## src/rtl/prbs15_pkg.sv

```systemverilog
// Shared constants and state encoding for the PRBS-15 scrambler/descrambler pair.
package prbs15_pkg;

  localparam logic [14:0] PRBS15_SEED = 15'h00A9;
  localparam logic [7:0]  SYNC_BYTE   = 8'h47;
  localparam logic [7:0]  SYNC_INV    = 8'hB8;

  typedef enum logic [1:0] {
    HUNT,
    CHECK,
    LOCKED
  } state_e;

endpackage

```

## src/rtl/prbs15_step8.sv

```systemverilog
// Combinational PRBS-15 (1 + x^14 + x^15) advance by eight steps; keystream MSB is the first bit on the line.
module prbs15_step8
  import prbs15_pkg::*;
(
  input  logic [14:0] s_i,
  output logic [7:0]  ks_o,
  output logic [14:0] s_o
);

  logic fb;

  always_comb begin
    s_o  = s_i;
    ks_o = '0;
    fb   = 1'b0;
    for (int i = 7; i >= 0; i--) begin
      fb      = s_o[14] ^ s_o[13];
      ks_o[i] = fb;
      s_o     = {s_o[13:0], fb};
    end
  end

endmodule

```

## src/rtl/prbs15_sync_descrambler.sv

```systemverilog
// PRBS-15 packet descrambler with sync hunting and lock tracking.
// Define DESCR_SYNC_ERR_CNT_EN to build the saturating sync error counter and its clr_err clear.
module prbs15_sync_descrambler
  import prbs15_pkg::*;
#(
  parameter int PKT_LEN  = 188,
  parameter int LOCK_CNT = 2,
  parameter int MISS_CNT = 3
) (
  input  logic        clk,
  input  logic        rst_n,
  input  logic        in_valid,
  input  logic [7:0]  in_data,
  output logic        out_valid,
  output logic [7:0]  out_data,
  output logic        out_sof,
  output logic        locked,
  input  logic        clr_err,
  output logic [15:0] sync_err_cnt
);

  localparam int POS_W  = (PKT_LEN > 1) ? $clog2(PKT_LEN) : 1;
  localparam int GOOD_W = (LOCK_CNT > 1) ? $clog2(LOCK_CNT + 1) : 1;
  localparam int MISS_W = (MISS_CNT > 1) ? $clog2(MISS_CNT + 1) : 1;

  localparam logic [POS_W-1:0]  PKT_LAST = POS_W'(PKT_LEN - 1);
  localparam logic [GOOD_W-1:0] LOCK_TGT = GOOD_W'(LOCK_CNT);
  localparam logic [MISS_W-1:0] MISS_TGT = MISS_W'(MISS_CNT);

  state_e             state_q, state_d;
  logic [POS_W-1:0]   pos_q, pos_d, pos_inc;
  logic [GOOD_W-1:0]  good_q, good_d;
  logic [MISS_W-1:0]  miss_q, miss_d;
  logic [14:0]        lfsr_q, lfsr_d, lfsr_step;
  logic [7:0]         ks;
  logic               out_valid_q, out_valid_d;
  logic               out_sof_q, out_sof_d;
  logic [7:0]         out_data_q, out_data_d;
  logic               sync_ok;
  logic               err_inc;

  prbs15_step8 u_step8 (
    .s_i  (lfsr_q),
    .ks_o (ks),
    .s_o  (lfsr_step)
  );

  assign sync_ok = (in_data == SYNC_BYTE) || (in_data == SYNC_INV);
  assign pos_inc = (pos_q == PKT_LAST) ? '0 : pos_q + POS_W'(1);

  // A bad sync still consumes a keystream byte so payload stays aligned with the scrambler.
  always_comb begin
    state_d     = state_q;
    pos_d       = pos_q;
    good_d      = good_q;
    miss_d      = miss_q;
    lfsr_d      = lfsr_q;
    out_valid_d = 1'b0;
    out_sof_d   = 1'b0;
    out_data_d  = out_data_q;
    err_inc     = 1'b0;

    if (in_valid) begin
      case (state_q)
        HUNT: begin
          if (in_data == SYNC_INV) begin
            lfsr_d  = PRBS15_SEED;
            pos_d   = POS_W'(1);
            good_d  = GOOD_W'(1);
            miss_d  = '0;
            state_d = (LOCK_CNT <= 1) ? LOCKED : CHECK;
          end
        end
        CHECK, LOCKED: begin
          out_valid_d = 1'b1;
          pos_d       = pos_inc;
          if (pos_q == '0) begin
            out_sof_d  = 1'b1;
            out_data_d = SYNC_BYTE;
            lfsr_d     = (in_data == SYNC_INV) ? PRBS15_SEED : lfsr_step;
            if (state_q == CHECK) begin
              if (sync_ok) begin
                good_d = good_q + GOOD_W'(1);
                if (good_d >= LOCK_TGT) begin
                  state_d = LOCKED;
                  miss_d  = '0;
                end
              end else begin
                state_d = HUNT;
                pos_d   = '0;
                good_d  = '0;
              end
            end else if (sync_ok) begin
              miss_d = '0;
            end else begin
              err_inc = 1'b1;
              miss_d  = miss_q + MISS_W'(1);
              if (miss_d >= MISS_TGT) begin
                state_d = HUNT;
                pos_d   = '0;
                miss_d  = '0;
                good_d  = '0;
              end
            end
          end else begin
            out_data_d = in_data ^ ks;
            lfsr_d     = lfsr_step;
          end
        end
        default: state_d = HUNT;
      endcase
    end
  end

  always_ff @(posedge clk or negedge rst_n) begin
    if (!rst_n) begin
      state_q     <= HUNT;
      pos_q       <= '0;
      good_q      <= '0;
      miss_q      <= '0;
      lfsr_q      <= PRBS15_SEED;
      out_valid_q <= 1'b0;
      out_sof_q   <= 1'b0;
      out_data_q  <= 8'h00;
    end else begin
      state_q     <= state_d;
      pos_q       <= pos_d;
      good_q      <= good_d;
      miss_q      <= miss_d;
      lfsr_q      <= lfsr_d;
      out_valid_q <= out_valid_d;
      out_sof_q   <= out_sof_d;
      out_data_q  <= out_data_d;
    end
  end

  assign out_valid = out_valid_q;
  assign out_sof   = out_sof_q;
  assign out_data  = out_data_q;
  assign locked    = (state_q == LOCKED);

`ifdef DESCR_SYNC_ERR_CNT_EN
  logic [15:0] err_q, err_d;

  // Clear has priority over a same-cycle increment.
  always_comb begin
    err_d = err_q;
    if (clr_err) begin
      err_d = '0;
    end else if (err_inc && (err_q != 16'hFFFF)) begin
      err_d = err_q + 16'd1;
    end
  end

  always_ff @(posedge clk or negedge rst_n) begin
    if (!rst_n) begin
      err_q <= '0;
    end else begin
      err_q <= err_d;
    end
  end

  assign sync_err_cnt = err_q;
`else
  logic unused_err_sigs;
  assign unused_err_sigs = clr_err ^ err_inc;
  assign sync_err_cnt    = '0;
`endif

endmodule

```

## config.mk

```make
export PLATFORM = sky130hd
export DESIGN_NAME = prbs15_sync_descrambler
export DESIGN_NICKNAME = d
export VERILOG_FILES = /design/src/rtl/prbs15_pkg.sv /design/src/rtl/prbs15_step8.sv /design/src/rtl/prbs15_sync_descrambler.sv
export SDC_FILE = /design/constraint.sdc
export NUM_CORES = 1
export LEC_CHECK = 0
export ABC_AREA = 1
export CELL_PAD_IN_SITES_DETAIL_PLACEMENT = 1
export CELL_PAD_IN_SITES_GLOBAL_PLACEMENT = 1
export CORE_ASPECT_RATIO = 1.2
export CORE_UTILIZATION = 40
export CTS_BUF_LIST = sky130_fd_sc_hd__clkbuf_8
export DETAILED_ROUTE_END_ITERATION = 16
export PLACE_DENSITY = 0.9
export SETUP_SLACK_MARGIN = 0.02
export SLEW_MARGIN = 0
export SYNTH_ARGS = -nofsm -noshare
export SYNTH_HDL_FRONTEND = slang
export SYNTH_SLANG_ARGS = --single-unit
```

## constraint.sdc

```tcl
create_clock -name clk -period 2.2 [get_ports clk]
set_clock_uncertainty 0.15 [all_clocks]
set_input_delay 0.22 -clock clk [delete_from_list [all_inputs] [get_ports clk]]
set_output_delay 0.22 -clock clk [all_outputs]
set_load 0.01 [all_outputs]
```

After elaboration in Yosys (flattened, before gate mapping)
Index checks and enable logic that the tools add are counted.
- output and inout bits: 27
- register bits: 39
- logic and storage cells: 82
- input port bits: 12
- bitwise logic cells: 9
- equal/unequal tests: 12
- reduce and logical (&&, ||, !) cells: 10
- magnitude comparators: 2
- muxes and demuxes: 38
- $add $sub $neg: 3
- operator list (operator ; count):
    8-bit two-way mux ; 8
    15-bit two-way mux ; 3
    2-bit two-way mux ; 17
    15-bit one-hot mux with 2 select lines ; 1
    6-bit AND reduction ; 3
    8-bit == test (second input constant) ; 2
    8-bit one-hot mux with 2 select lines ; 1
    3-bit inequality test (second input constant) ; 5
    2-bit one-hot mux with 2 select lines ; 3
    8-bit by 1-bit adder with 8-bit output (second input constant) ; 1
    8-bit by 7-bit == test with 1-bit output (second input constant) ; 1
    8-bit logical NOT ; 1
    1-bit bitwise XOR ; 8
    8-bit bitwise XOR ; 1
    1-bit two-way mux ; 5
    2-bit by 1-bit adder with 2-bit output (second input constant) ; 2
    2-bit >= comparator (second input constant) ; 2
    2-bit inequality test (second input constant) ; 2
    3-bit AND reduction ; 1
    2-bit by 1-bit == test with 1-bit output (second input constant) ; 1
    2-bit == test (second input constant) ; 1
    2-bit logical NOT ; 1
    2-bit AND reduction ; 1
    2-bit nonzero test ; 1
    2 further kinds ; 2

Logic depth before layout (Yosys ltp)
Gate-level depths: netlist of the first run.
- depth after elaboration: 7
- depth in mapped cells: 11
- gate-level depth less buffers: 11

Cells and area by module
A second synthesis of the first run with hierarchy kept.
- cell total of the unflattened synthesis: 348
- area total of the unflattened synthesis: 2534.9 µm²
- modules (own cells, without submodules) (module ; times used ; cells each ; sequential area each (µm²) ; area each (µm²)):
    prbs15_sync_descrambler ; 1 ; 299 ; 980.9 ; 2290.9
    prbs15_step8 ; 1 ; 49 ; 0.0 ; 244.0

Worst setup path after synthesis of the first run
Ideal clock, no wire load.
- path type: register -> register
- start point: register state_q[0]
- end point: register lfsr_q[14]
- setup slack: 0.488 ns
- arrival: 1.444 ns
- period minus slack after synthesis: 1.712 ns
- path buffers: 2
- required time: 1.933 ns
- stages on the path, launching flop included: 11
- library setup time: 0.117 ns
- path through: dfrtp_1 > inv_1 > ha_1 > buf_2 > nor2_1 > inv_1 > nand3_4 > clkinv_4 > buf_6 > nand3_1 > nand2_1
- longest elaborated chain between the ends: 4
- elaborated cells between the ends (all ways): 8
- those cells by class: eq/ne (3); mux (1); reduce/logical (4)
- RTL lines (element ; RTL line ; source):
    from (decl) ; prbs15_sync_descrambler.sv:30 ; state_e state_q, state_d;
    from (signal assigned) ; prbs15_sync_descrambler.sv:126 ; state_q <= state_d;
    2-bit == test / 2-bit by 1-bit == test with 1-bit output (equally long branches) ; prbs15_sync_descrambler.sv:64 ; case (state_q)
    2-bit OR reduction ; prbs15_sync_descrambler.sv:64 ;
    2-bit nonzero test (no line) ; -- ;
    3-bit AND reduction (no line) ; -- ;
    to (signal assigned) ; prbs15_sync_descrambler.sv:130 ; lfsr_q <= lfsr_d;
    to (decl) ; prbs15_sync_descrambler.sv:34 ; logic [14:0] lfsr_q, lfsr_d, lfsr_step;
Parallel ways exist; a longest one is shown, timed or not.
A chain may end at the register's enable or synchronous reset.

Worst setup path in the final report of the first run
- start point: register state_q[0]
- end point: register pos_q[0]
- longest elaborated chain between the ends: 4
- elaborated cells between the ends (all ways): 10
- those cells by class: eq/ne (3); mux (3); reduce/logical (4)
- RTL lines (element ; RTL line ; source):
    2-bit by 1-bit == test with 1-bit output / 2-bit == test (equally long branches) ; prbs15_sync_descrambler.sv:64, prbs15_sync_descrambler.sv:81 ;
    8-bit two-way mux / 2-bit OR reduction (equally long branches) ; prbs15_sync_descrambler.sv:81, prbs15_sync_descrambler.sv:64 ;
    8-bit two-way mux / 2-bit nonzero test (equally long branches) ; -- ;
    8-bit one-hot mux with 2 select lines / 3-bit AND reduction (equally long branches) ; -- ;
    to (signal assigned) ; prbs15_sync_descrambler.sv:127 ; pos_q <= pos_d;
    to (decl) ; prbs15_sync_descrambler.sv:31 ; logic [POS_W-1:0] pos_q, pos_d, pos_inc;
Parallel ways exist; a longest one is shown, timed or not.

==> metrics.cfg, run 1 <==
[global_route]
grt_pass1_vias=2088
grt_usage_pct=20.4
grt_first_pass_wirelength_um=9770
antenna_found_initial=0
overflow=0
grt_max_degree=20

[power_and_ir_drop]
switching_share_pct=43.6
seq_power_share_pct=38.1
total_power_mw=3.12
pwr-share-clk_pct=16.1
p_sw_mw=1.36
pwr_density_cell_nw_per_um2=1170
p_leak_nw=1.38
p_int_mw=1.76
p_comb_share_pct=45.8
ir_drop_v=0.000524

[floorplan]
fp.dieH_um=85.7
row_count=30
io_pins=39
die_area_um2=6150
chipWidth_um=71.7
fp.coreArea_um2=5630
initial_core_util_pct=41.5

[yosys]
yosys.area.top_type_share_pct=37.5
synth_seq_cells=39
yosysMostFrequentCell=nand2_1
yosysTopAreaCell=dfrtp_1
ys_seq_area_share_pct=42.0
synth_area_leaders=dfrtp_1, nand2_1, xor2_1
ys_types=27
syn_inst=305
synth_warnings=0
synth_area_per_cell_um2=7.65
synthFlopType=dfrtp_1
ys_top_cells_by_count=nand2_1, dfrtp_1, inv_1, nor2_1, nand3_1
async_flop_share_pct=100
synth-edff-count=0
syn_area_um2=2330

[clock_network]
cts_setup_buffers=0
worstSkewPairLatency_ns=0.30
ctsRootBufferMaster=clkbuf_8
h-tree-depth=2
max-clock-path-buffers=2
cts_tree=done
clkSinkCount=39
cts_buffers=5
clkTransAtPathRegs_ns=0.08

[critical_path]
crit_path_top_delay_cell=ha_1
crit_top_cell=inv_1
worst_setup_path_end_kind=register
worst-path-buf-inv=4
critPathMaxStageDelay_ns=0.41
r2r_cells=9
r2r_start=state_q[0]
startpoint_type=register
worstSetupPathType=reg2reg
critPathMaxFanout=11
r2r-end=pos_q[0]
cp.required_ns=2.24
cpLargestDelayFamily=buffers and inverters
path_cells=inv_1, ha_1, nor2_1, inv_1, nand3_4, buf_4, nand2_1, o21ai_0, inv_1
crit_arrival_ns=2.00
r2r_setup_slack_ns=0.24

[drt]
wirelength_um=5720
drtAntennaViolNets=0
drc=0
met1_length_um=2310
routed.top_layer=met4
met3_length_um=118
routedWlPerCell_um=14.4
vias_per_cell=5.06
num_vias=2014
met2_wirelength_um=3210
firstDrtPassIters=5
drtIter0Drc=83

[cells_and_area]
area_growth_pct=13.8
instances_no_fill=398
post-route-util_pct=47.2
diodes=0
layout-drive-gt1-share_pct=10.2
layout.nets=350
fin_area_um2=2660

[flow_run]
cap_violations=0

[hold_path]
hp-class=in2async

[sta]
whs_ns=0.218
hold_viol=0
setup_tns_ns=0
fin_crit_ns=1.96
drv_slew=0
setup_viol=0
rsz0062_at_grt=false
max_freq_mhz=510
layout_setup_ws_ns=0.240
fin_crit_sh_pct=89.1

[place]
dpl.hpwl_um=4340
dpl-instance-area_um2=2560
place_ws_ns=0.182
place.gp.congestion=0.771
dp.cells=389
port_buffers=21

[outcome]
status=finished, final reports clean

[registers in the layout (all words and copies together) (netlist names)]
| name | count |
|---|---|
| out_valid | 1 |
| good_q | 2 |
| lfsr_q | 15 |
| state_q | 2 |
| miss_q | 2 |
| out_sof | 1 |
| out_data | 8 |
| pos_q | 8 |
[kinds of logic (layout without fill, tap and decap cells)]
group	after synthesis	after routing	synth area share, %
simple gates	155	155	28.4
buf+inv	55	69	12.5
flops	39	39	42.0
compound gates	31	31	7.13
xor+xnor	19	19	7.13
fa+ha+maj	5	5	2.68
other cells	1	16	0.161
[power by group through the flow]
stage / logic, mW / registers (mW) / clock network [mW]
final: 1.43 / 1.19 / 0.502
after global routing: 1.61 / 1.22 / 0.540
after CTS: 1.44 / 1.19 / 0.515
after detailed placement: 1.42 / 1.20 / 0
after global placement: 1.36 / 1.19 / 0
after floorplan: 0.944 / 1.19 / 0
[worst max path at each step]
| stage | startpoint | to | slack (ns) | cells after the start |
|---|---|---|---|---|
| 6_report | state_q[0] | pos_q[0] | 0.24 | 9 |
| 5_1_grt | state_q[0] | miss_q[1] | 0.13 | 9 |
| 3_3_place_gp | in_data[0] | good_q[0] | 0.25 | 11 |
| 4_1_cts | state_q[0] | pos_q[0] | 0.24 | 9 |
| 3_5_place_dp | in_data[0] | good_q[0] | 0.18 | 11 |
| 2_1_floorplan | state_q[0] | lfsr_q[14] | 0.49 | 10 |
[layer usage]
layer  up-vias  global-route usage (%)
met4         0                    7.49
met3         8                    2.94
met1       996                    23.0
met5         -                       0
met2        31                    38.5
li1        979                       -
[cell usage in the layout, fill, tap and decap left out, drive strengths merged]
master and n:
nand3 22, a21oi 8, clkinv 2, a31o 1, dfrtp 35, clkbuf 5, clkinvlp 2, dlygate4sd3 1
o21ai 20, buf 7, inv 32, xor2 19, nor3 3, o22ai 1, nor2 31, nand4 8
ha 5, dfstp 4, nand2 90, o21bai 1, clkdlybuf4s50 20, or2 1, conb 16
[final cells by class]
| type | instances | area (µm²) |
|---|---|---|
| fill | 712 | 2970 |
| inverter | 33 | 129 |
| tap | 64 | 80.1 |
| timing repair buffer | 28 | 260 |
| multi-input combinational | 226 | 1120 |
| clock buffer | 5 | 68.8 |
| clock inverter | 3 | 20.0 |
| sequential | 39 | 981 |
[timing repair]
item                                   CTS  global route
endpoints found under the hold margin   15             0
resized for setup                        0             0
hold buffers                             1             0
Power figures use the tool's default switching activity.
==> run 2, diff against run 1 <==
- MAX_ROUTING_LAYER: not set -> met4
==> metrics.cfg, run 2 (synthesis results as in run 1) <==
[clock_network]
cts_setup_buffers=0  ; unchanged
max-clock-path-buffers=2  ; unchanged
worstSkewPairLatency_ns=0.30  ; about the same
cts_hold_buf=1  ; unchanged
clkSinkCount=39  ; unchanged
ctsRootBufferMaster=clkbuf_8  ; unchanged
cts_tree=done  ; unchanged
h-tree-depth=2  ; unchanged
cts_buffers=5  ; unchanged
cts_resized=0  ; unchanged
clkTransAtPathRegs_ns=0.08  ; about the same

[power_and_ir_drop]
total_power_mw=3.12  ; about the same
pwr_density_cell_nw_per_um2=1170  ; about the same
p_leak_nw=1.38  ; unchanged
ir_drop_v=0.000523  ; was 0.000524 V

[place]
port_buffers=21  ; unchanged
place.gp.congestion=0.782  ; was 0.771
dpl.hpwl_um=4340  ; unchanged

[floorplan]
chipWidth_um=71.7  ; unchanged
fp.coreArea_um2=5630  ; unchanged
initial_core_util_pct=41.5  ; unchanged
fp.dieH_um=85.7  ; unchanged
io_pins=39  ; unchanged
die_area_um2=6150  ; unchanged
row_count=30  ; unchanged

[sta]
whs_ns=0.214  ; was 0.218 ns
fin_crit_ns=1.96  ; about the same
hold_viol=0  ; unchanged
drv_slew=0  ; unchanged
setup_viol=0  ; unchanged
max_freq_mhz=511  ; was 510 MHz
fin_crit_sh_pct=88.9  ; was 89.1%
rsz0062_at_grt=false  ; unchanged
setup_tns_ns=0  ; unchanged

[cells_and_area]
post-route-util_pct=47.2  ; unchanged
final_common_cell=nand2_1  ; unchanged
mostFrequentLayoutCells=nand2_1, dfrtp_1, inv_1, nor2_1, nand3_1  ; unchanged
layout-drive-gt1-share_pct=10.2  ; unchanged
largest_reg_flops=15  ; unchanged
layout.nets=350  ; unchanged
diodes=0  ; unchanged
top_register=lfsr_q  ; unchanged
area_growth_pct=13.8  ; unchanged

[drt]
drc=0  ; unchanged
vias_per_cell=5.12  ; was 5.06
firstDrtPassIters=5  ; unchanged
drtIter0Drc=86  ; was 83
num_vias=2036  ; was 2014
drtAntennaViolNets=0  ; unchanged
wirelength_um=5730  ; was 5720 µm
routedWlPerCell_um=14.4  ; about the same

[outcome]
status=finished, final reports clean  ; unchanged

[critical_path]
critPathMaxFanout=11  ; unchanged
worstSetupPathType=reg2reg  ; unchanged
worst_setup_path_end_kind=register  ; unchanged
startpoint_type=register  ; unchanged
cp.required_ns=2.24  ; about the same
crit_arrival_ns=2.00  ; about the same

[hold_path]
hp-class=in2async  ; unchanged

[flow_run]
cap_violations=0  ; unchanged

[global_route]
grt_first_pass_wirelength_um=9750  ; was 9770 µm
overflow=0  ; unchanged
antenna_found_initial=0  ; unchanged
grt_max_degree=20  ; unchanged
grt_usage_pct=21.0  ; was 20.4%
grt_pass1_vias=2090  ; was 2088

## run 2: cell counts in the layout (fill, tap and decap cells not counted)
Identical to the previous run, type by type.
## run 2: through the flow
stage	instance area [µm²]	worst slack, ns	instances
3_5_place_dp	2560	0.182	389
4_1_cts	2660	0.236	398
2_1_floorplan	2390	0.488	320
3_3_place_gp	2560	0.250	389
6_report	2660	0.244	398
5_1_grt	2660	0.129	398
## run 2: final timing paths
kind	cells past startpoint	startpoint	slack [ns]	endpoint
max	9	state_q[0]	0.24	pos_q[0]
min	2	rst_n	0.21	out_data[5]
max reg2reg	9	state_q[0]	0.24	pos_q[0]
min reg2reg	2	lfsr_q[3]	0.33	lfsr_q[3]
max in group asynchronous	3	rst_n	1.06	lfsr_q[0]
min in group clk	2	lfsr_q[3]	0.33	lfsr_q[3]
## run 2: final cells by class
class | count | area, µm²
Clock inverter | 3 | 20.0
Timing Repair Buffer | 28 | 260
Inverter | 33 | 129
Tap cell | 64 | 80.1
Sequential cell | 39 | 981
Fill cell | 712 | 2970
Clock buffer | 5 | 68.8
Multi-Input combinational cell | 226 | 1120
## run 2: worst max-delay path, stage by stage, from the launching register on
cell and delay [ns]:
dfrtp_1 0.38, inv_1 0.08, ha_1 0.41, nor2_1 0.14
inv_1 0.09, nand3_4 0.18, buf_4 0.20, nand2_1 0.06
o21ai_0 0.09, inv_1 0.06
## run 2: per-layer routing
| layer | GRT usage, % | routed length [µm] | up-vias |
|---|---|---|---|
| li1 | - | - | 979 |
| met4 | 7.49 | 96 | 0 |
| met1 | 22.6 | 2320 | 1014 |
| met3 | 2.94 | 126 | 9 |
| met5 | - | 0 | - |
| met2 | 38.9 | 3190 | 34 |
## run 2: power by group
part / total (mW) / internal [mW] / leakage [nW] / switching (mW)
clock: 0.505 / 0.221 / 0.0402 / 0.284
sequential: 1.19 / 0.990 / 0.500 / 0.199
combinational: 1.43 / 0.546 / 0.835 / 0.882
total: 3.12 / 1.76 / 1.38 / 1.36
==> run 3, diff against run 2 <==
- CAP_MARGIN: not set -> 30
==> results of run 3 <==
Same layout as run 2: the final DEF is identical, and so are final timing and power.
